--- src/rtl/alu_issue_stage.sv ---
// alu_issue_stage: ID->EX issue stage for the 4-bit-control ALU.
// Decodes a 16-bit instruction into alu_cntrl, selects operand B (register or
// immediate) and holds the result in a valid/ready main register backed by a
// one-entry skid buffer, so id_ready can be a registered signal.
// Optional feature macro: ALU_ISSUE_PERF_EN adds saturating perf_issued and
// perf_illegal counters (ports absent when undefined).
//
// Handshake: a transfer happens on a rising edge where valid and ready are both
// high; valid never depends on ready, and ex_* stay stable while
// ex_valid && !ex_ready.
module alu_issue_stage #(
    parameter int DATA_W = 16,
    parameter int CNT_W  = 16
) (
    input  logic              clk,
    input  logic              rst_n,
    input  logic              flush,
    input  logic              id_valid,
    output logic              id_ready,
    input  logic [15:0]       id_instr,
    input  logic [DATA_W-1:0] id_rs_data,
    input  logic [DATA_W-1:0] id_rt_data,
    output logic              ex_valid,
    input  logic              ex_ready,
    output logic [DATA_W-1:0] ex_alu_a,
    output logic [DATA_W-1:0] ex_alu_b,
    output logic [3:0]        ex_alu_cntrl,
    output logic              ex_illegal,
    output logic [1:0]        dbg_state
`ifdef ALU_ISSUE_PERF_EN
    ,
    output logic [CNT_W-1:0]  perf_issued,
    output logic [CNT_W-1:0]  perf_illegal
`endif
);

    typedef enum logic [1:0] {
        EMPTY = 2'd0,
        ONE   = 2'd1,
        TWO   = 2'd2
    } state_t;

    state_t state_q, state_d;
    logic   id_ready_q;

    logic [DATA_W-1:0] main_a_q, main_b_q, skid_a_q, skid_b_q;
    logic [3:0]        main_c_q, skid_c_q;
    logic              main_ill_q, skid_ill_q;

    logic [DATA_W-1:0] dec_a, dec_b;
    logic [3:0]        dec_c;
    logic              dec_ill;
    logic [5:0]        imm6;
    logic [DATA_W-1:0] imm_sext, imm_zext;

    logic in_xfer, out_xfer;
    logic load_main_dec, load_skid, main_from_skid;

    assign in_xfer  = id_valid && id_ready_q;
    assign out_xfer = (state_q != EMPTY) && ex_ready;

    assign imm6     = id_instr[5:0];
    assign imm_sext = {{(DATA_W-6){imm6[5]}}, imm6};
    assign imm_zext = {{(DATA_W-6){1'b0}}, imm6};

    // Instruction decode: operand B selection and ALU control; undecodable
    // ops still issue as an ADD of rs/rt with the illegal flag set.
    always_comb begin
        dec_a   = id_rs_data;
        dec_b   = id_rt_data;
        dec_c   = 4'b0010;
        dec_ill = 1'b0;
        case (id_instr[15:12])
            4'b0000: begin
                case (id_instr[2:0])
                    3'b000:  dec_c = 4'b0000;
                    3'b001:  dec_c = 4'b0001;
                    3'b010:  dec_c = 4'b0010;
                    3'b110:  dec_c = 4'b0110;
                    3'b111:  dec_c = 4'b0111;
                    default: dec_ill = 1'b1;
                endcase
            end
            4'b0001, 4'b0010, 4'b0011: begin
                dec_c = 4'b0010;
                dec_b = imm_sext;
            end
            4'b0100: dec_c = 4'b0110;
            4'b0101: begin
                dec_c = 4'b0111;
                dec_b = imm_sext;
            end
            4'b0110: begin
                dec_c = 4'b0000;
                dec_b = imm_zext;
            end
            4'b0111: begin
                dec_c = 4'b0001;
                dec_b = imm_zext;
            end
            default: dec_ill = 1'b1;
        endcase
    end

    // Occupancy FSM: next state and datapath load controls; flush overrides all.
    always_comb begin
        state_d        = state_q;
        load_main_dec  = 1'b0;
        load_skid      = 1'b0;
        main_from_skid = 1'b0;
        case (state_q)
            EMPTY: begin
                if (in_xfer) begin
                    state_d       = ONE;
                    load_main_dec = 1'b1;
                end
            end
            ONE: begin
                if (in_xfer && !out_xfer) begin
                    state_d   = TWO;
                    load_skid = 1'b1;
                end else if (out_xfer && !in_xfer) begin
                    state_d = EMPTY;
                end else if (in_xfer && out_xfer) begin
                    load_main_dec = 1'b1;
                end
            end
            TWO: begin
                if (out_xfer) begin
                    state_d        = ONE;
                    main_from_skid = 1'b1;
                end
            end
            default: state_d = EMPTY;
        endcase
        if (flush) begin
            state_d        = EMPTY;
            load_main_dec  = 1'b0;
            load_skid      = 1'b0;
            main_from_skid = 1'b0;
        end
    end

    // State register and registered id_ready (tracks the next state).
    always_ff @(posedge clk or negedge rst_n) begin
        if (!rst_n) begin
            state_q    <= EMPTY;
            id_ready_q <= 1'b1;
        end else begin
            state_q    <= state_d;
            id_ready_q <= (state_d != TWO);
        end
    end

    // Main and skid payload registers.
    always_ff @(posedge clk or negedge rst_n) begin
        if (!rst_n) begin
            main_a_q   <= '0;
            main_b_q   <= '0;
            main_c_q   <= 4'b0010;
            main_ill_q <= 1'b0;
            skid_a_q   <= '0;
            skid_b_q   <= '0;
            skid_c_q   <= 4'b0010;
            skid_ill_q <= 1'b0;
        end else begin
            if (load_main_dec) begin
                main_a_q   <= dec_a;
                main_b_q   <= dec_b;
                main_c_q   <= dec_c;
                main_ill_q <= dec_ill;
            end else if (main_from_skid) begin
                main_a_q   <= skid_a_q;
                main_b_q   <= skid_b_q;
                main_c_q   <= skid_c_q;
                main_ill_q <= skid_ill_q;
            end
            if (load_skid) begin
                skid_a_q   <= dec_a;
                skid_b_q   <= dec_b;
                skid_c_q   <= dec_c;
                skid_ill_q <= dec_ill;
            end
        end
    end

    assign id_ready     = id_ready_q;
    assign ex_valid     = (state_q != EMPTY);
    assign ex_alu_a     = main_a_q;
    assign ex_alu_b     = main_b_q;
    assign ex_alu_cntrl = main_c_q;
    assign ex_illegal   = main_ill_q;
    assign dbg_state    = state_q;

`ifdef ALU_ISSUE_PERF_EN
    logic [CNT_W-1:0] issued_q, illegal_q;

    // Saturating counters of output transfers; flush does not clear them.
    always_ff @(posedge clk or negedge rst_n) begin
        if (!rst_n) begin
            issued_q  <= '0;
            illegal_q <= '0;
        end else if (out_xfer) begin
            if (!(&issued_q))
                issued_q <= issued_q + 1'b1;
            if (main_ill_q && !(&illegal_q))
                illegal_q <= illegal_q + 1'b1;
        end
    end

    assign perf_issued  = issued_q;
    assign perf_illegal = illegal_q;
`endif

endmodule
--- config.mk ---
export PLATFORM = sky130hd
export DESIGN_NAME = alu_issue_stage
export DESIGN_NICKNAME = d
export VERILOG_FILES = /design/src/rtl/alu_issue_stage.sv
export SDC_FILE = /design/constraint.sdc
export NUM_CORES = 1
export LEC_CHECK = 0
export BUFFER_PORTS_ARGS = -buffer_cell sky130_fd_sc_hd__buf_2
export CORE_ASPECT_RATIO = 1.75
export CORE_MARGIN = 2
export CORE_UTILIZATION = 57
export DETAILED_ROUTE_END_ITERATION = 8
export GPL_ROUTABILITY_DRIVEN = 0
export PLACE_DENSITY_LB_ADDON = 0.08
export SYNTH_ARGS = -nofsm -noshare
export SYNTH_HDL_FRONTEND = slang
export SYNTH_SLANG_ARGS = --single-unit
export TNS_END_PERCENT = 5
--- constraint.sdc ---
create_clock -name clk -period 3.3 [get_ports clk]
set_input_delay 0.99 -clock clk [delete_from_list [all_inputs] [get_ports clk]]
set_output_delay 0.99 -clock clk [all_outputs]
set_load 0.005 [all_outputs]
Yosys cells after proc, flatten, opt, wreduce, memory -nomap -nowiden:

Cells that the tools add are included.
Widths: inputs -> output; s select.

* eq/ne operators: 14
* mux-type cells: 31
* reductions and logical operators: 16

Operators by type and width (count)
* $mux 16: 4
* $pmux 16 s2: 1
* $eq 4x3->1 const B: 4
* $pmux 3 s5: 1
* $mux 1: 14
* $pmux 3 s4: 1
* $mux 2: 5
* $eq 4x2->1 const B: 2
* $mux 4: 2
* $reduce_or 7->1: 1
* $eq 3x3->1 const B: 2
* $pmux 2 s3: 1
* $logic_and 1x1->1: 5
* $reduce_or 5->1: 1
* $eq 4x1->1 const B: 1
* $logic_not 4->1: 1
* $pmux 1 s2: 2
* $reduce_bool 2->1: 2
* $reduce_or 4->1: 1
* $eq 3x1->1 const B: 1
* $eq 3x2->1 const B: 1
* $logic_not 3->1: 1
* $eq 2x1->1 const B: 1
* $eq 2x2->1 const B: 1
* other kinds (4): 5

* register bits after elaboration: 77
* bits of input ports: 53
* output and inout bits: 41
* word-level logic and storage cells: 71

Logic depth before layout (Yosys ltp):

* depth after elaboration: 9
* gate-level depth with buffers: 6
* gate-level depth less buffers: 5

Worst setup path before layout:

Ideal clock, no wire load.

* kind: input-to-reg
* from: in ex_ready
* to: reg skid_a_q[10]
* setup time: 125 ps
* arrival: 1934 ps
* path slack: 1241 ps
* stages: 5
* path buffers: 2
* cells stage by stage: and2b_1 nand4_1 buf_4 buf_6 mux2_4

* word-level cells in the longest chain between the ends: 6

RTL lines
* start, declared: RTL line 24 `input logic ex_ready,`
* $logic_and 1x1->1: RTL line 60 `assign out_xfer = (state_q != EMPTY) && ex_ready;`
* $logic_not 1->1: RTL line 119 `if (in_xfer && !out_xfer) begin`
* $logic_and 1x1->1: RTL line 119
* $mux 1: RTL line 119
* $mux 1: RTL line 111 `case (state_q)`
* $mux 1: RTL line 136 `if (flush) begin`
* end signal, assigned: RTL line 162 `skid_a_q <= '0;`
* end signal, assigned: RTL line 179 `skid_a_q <= dec_a;`
* end, declared: RTL line 46 `logic [DATA_W-1:0] main_a_q, main_b_q, skid_a_q, skid_b_q;`

Every way passes these cells.
A chain may end at the register's enable or synchronous reset.

Worst setup path after layout:

* from: reg state_q[1] (netlist: dbg_state[1])
* to: out ex_valid

* word-level cells in the longest chain between the ends: 1

RTL lines
* start, declared: RTL line 43 `state_t state_q, state_d;`
* start signal, assigned: RTL line 150 `state_q <= state_d;`
* $reduce_bool 2->1: RTL line 188 `assign ex_valid = (state_q != EMPTY);`
* end, declared: RTL line 23 `output logic ex_valid,`

Every way passes these cells.

==> results list <==
* Yosys top cell by area: sky130_fd_sc_hd__dfrtp_1
* Post-synth top flop: sky130_fd_sc_hd__dfrtp_1
- The number of max-slew violations in the final report came to 0.
* Final hold violations: 0
* Final routed DRC violation total: 0
- Fmax: 435 MHz
- Global-route usage over all layers: 0.225
- Yosys top cell area share: 0.490
- Summed over all cells, the static leakage comes to 2.15 nW.
- Data on the critical path arrives at its endpoint at 1310 ps.
- Power comes to 2.63 mW.
- Initial Utilization: 0.590
* Number of diodes: 0
- Non-Filler Instances: 498
- In the synthesized netlist, the number of instances is 333.
* DR pass1 iterations: 4
- The path with the worst hold slack has its endpoint at ex_alu_a[0].
- Summing all multi-input logic gate instances after layout gives 1610 µm².
- The worst register-to-register path has a setup slack of 1320 ps.
* First-pass GRT wire length: 12200 µm
- Fraction of layout cells with a size suffix above 1: 0.359
* Die outline height: 110 µm
- After synthesis, the share of flip-flops with an asynchronous set or reset is 1.00.
- The worst register-to-register path begins at dbg_state[1].
- Syn. warnings: 0
* Final critical-path share of the clock period: 0.697
- Die area: 7130 µm²
- The region available for standard cell placement spans 6230 µm².
- Counting instances, the worst hold path has a depth of 2.
- Total instance count after detailed placement: 482
- Counting instances in the post-synthesis netlist gives the leading cell types as sky130_fd_sc_hd__dfrtp_1, sky130_fd_sc_hd__nand2_1, sky130_fd_sc_hd__nor2b_1, sky130_fd_sc_hd__a21oi_1, sky130_fd_sc_hd__a22oi_1.
- Overall die width: 64.7 µm
- The floorplan has 38 rows.
- Pin count of the biggest net entering global routing: 76
- TritonCTS built the clock tree.
- Total number of nets in the final design: 468
* Worst min-delay path class: flop to flop
- Starting DRT DRC Count: 155
* Number of CTS-inserted buffers: 9
* Maximum ir drop on the vdd rail: 399 µV
- Startpoint class of the critical path: flop
* Remaining antenna violation count after routing: 0
- Delay-heaviest family, CP: flip-flops
* Number of hold buffers added after cts: 0
- In this run the worst path has a maximum fanout of 9.
- Final setup fails: 0
- The area growth from synthesis to layout is 18.1%.
- Clock Tree Buf Depth: 2
- The critical path is of the flop to output pin type.
* Clk_lat worst skew: 350 ps
- Global-route congestion overflow total: 0
- Logic depth of the worst register-to-register path: 5
- Cell Chain, Critical Path: or2_2 -> buf_2
* End of the worst register-to-register path: ex_illegal
- Slowest stage cell, crit path: sky130_fd_sc_hd__dfrtp_1
- I/O pin count: 94
- Final min period: 2300 ps
- At the pin with the least slew margin, the transition time is 924 ps.
- In the routed layout, each cell is associated on average with a via count of 5.46.
- The flow ran to the end, and the final reports show no timing, DRC or antenna violations.
- Total number of vias: 2719
- Post-CTS sizing: 0
* Number of synthesized flops with an enable pin: 0
* Synthesized area: 3670 µm²
- Post-route cell area: 4340 µm²
* H-Tree Level Count: 3
- Mean instance size in the synthesized netlist: 11.0 µm²
- In this run the tightest slew margin relative to its limit is 0.384.
- Between clock sinks in the finished design, the worst skew comes to 6.68 ps.
* Total detailed-routing wirelength: 7290 µm
- Sink Count: 75
- Leading post-synthesis cells by cell area: sky130_fd_sc_hd__dfrtp_1, sky130_fd_sc_hd__nand2_1, sky130_fd_sc_hd__a211oi_2, sky130_fd_sc_hd__mux2_4, sky130_fd_sc_hd__nor2b_1
- In this run the most critical hold path is launched from ex_alu_a[0].
- Max stage delay on crit path: 500 ps
* Stages on the worst setup path: 2
* Number of storage elements in the synthesis netlist: 75
- Routed length per placed instance: 14.6 µm
- Post-DP HPWL: 4940 µm
* Flip-flop and latch area: 1880 µm²
- Synthesized Nets: 388
* Required time at the endpoint of the critical path: 2310 ps
* Setup repair after global routing missed its margin: false
* Number of global-route vias before repair: 2687
* Distinct cells, synth: 45
* Fill count: 504
- Count of maximum capacitance violations: 0
* Total placed instance area: 4100 µm²
- The initial antenna violation count came to 0.
- Total Negative Setup Slacks: 0 ps
- Crit path buffers/inverters: 1
- Post-CTS timing repair inserted 0 buffers for setup.
- The cell sitting at the root of the clock tree is a sky130_fd_sc_hd__clkbuf_8.
* Dominant cell by count in the synthesized netlist: sky130_fd_sc_hd__dfrtp_1
* Crit end category: output pin
* Sequential cell area fraction in the yosys report: 0.512
* Worst-path clk slew: 70 ps
- In this run the tool buffered the top-level ports with 86 buffer cells.
* Power per Cell Area: 607 nW/µm²
tightest hold or removal path: stages, from the launching register on:
cell and delay (ps):
sky130_fd_sc_hd__dfrtp_1 340, sky130_fd_sc_hd__nand2_1 50, sky130_fd_sc_hd__nand2_1 50
placed cells by master, fill, tap and decap left out, types with 2 or more instances in the layout:
master	count
sky130_fd_sc_hd__o21ai_1	8
sky130_fd_sc_hd__nor2b_1	20
sky130_fd_sc_hd__mux2_4	10
sky130_fd_sc_hd__ha_1	2
sky130_fd_sc_hd__clkinv_2	2
sky130_fd_sc_hd__a21oi_2	6
sky130_fd_sc_hd__nor2_1	6
sky130_fd_sc_hd__inv_1	3
sky130_fd_sc_hd__o21ai_0	12
sky130_fd_sc_hd__mux2_1	5
sky130_fd_sc_hd__bufinv_16	3
sky130_fd_sc_hd__a21o_1	11
sky130_fd_sc_hd__a21oi_1	17
sky130_fd_sc_hd__nand2_1	56
sky130_fd_sc_hd__o21a_1	2
sky130_fd_sc_hd__mux2i_1	7
sky130_fd_sc_hd__buf_2	85
sky130_fd_sc_hd__dfrtp_1	72
sky130_fd_sc_hd__nor3_1	2
sky130_fd_sc_hd__a211oi_2	14
sky130_fd_sc_hd__clkbuf_8	10
sky130_fd_sc_hd__a22oi_1	16
sky130_fd_sc_hd__mux2_2	2
sky130_fd_sc_hd__a211oi_1	15
sky130_fd_sc_hd__dfstp_2	3
sky130_fd_sc_hd__buf_4	9
metrics by stage:
stage / setup WS, ps / util / hold slack (ps)
2_1_floorplan: 1240 / - / 451
3_3_place_gp: 743 / 0.658 / 452
3_5_place_dp: 705 / 0.658 / 457
4_1_cts: 1000 / 0.697 / 475
5_1_grt: 947 / 0.697 / 499
6_report: 1000 / 0.697 / 470
per-layer routing:
metal  GRT usage  vias to the layer above  part of all wire
li1            -                     1337                 -
met1       0.275                     1307              0.45
met2       0.387                       66              0.50
met3      0.0579                        9             0.039
met4      0.0775                        0             0.017
met5           0                        -                 0
state kept, by name (all words and copies together) (netlist names):
name / cells
skid_a_q: 16
skid_ill_q: 1
ex_alu_b: 16
skid_b_q: 16
skid_c_q: 3
ex_illegal: 1
id_ready: 1
dbg_state: 2
ex_alu_a: 16
ex_alu_cntrl: 3
cell type report:
type / instances / share of cell area
clock buffers: 11 / 0.0326
multi-input cells: 230 / 0.372
well taps: 80 / 0.0231
repair buffers: 94 / 0.114
flip-flops and latches: 75 / 0.433
clock inverters: 5 / 0.0231
inverters: 3 / 0.00260
cell families after synthesis:
logic type                 share of synthesized area
AOI/OAI and AO/OA                              0.214
xor gates and xnor gates                     0.00238
adders and majority gates                    0.00681
buffers and inverters                         0.0514
DFF                                            0.512
muxes                                         0.0814
other                                        0.00102
and+or+nand+nor                                0.131
report_power, final:
part / internal, mW / switching (mW)
clock: 0.521 / 0.325
sequential: 1.14 / 0.117
combinational: 0.285 / 0.248
total: 1.94 / 0.691
how the worst max path moves through the flow:
stage,start,endpoint,slack (ps)
2_1_floorplan,ex_ready,skid_a_q[10],1240
6_report,dbg_state[1],ex_valid,1000
5_1_grt,dbg_state[1],ex_valid,950
4_1_cts,dbg_state[1],ex_valid,1000
3_3_place_gp,flush,ex_illegal,740
3_5_place_dp,flush,ex_illegal,700
No activity file was read; power rests on OpenSTA's default activity.
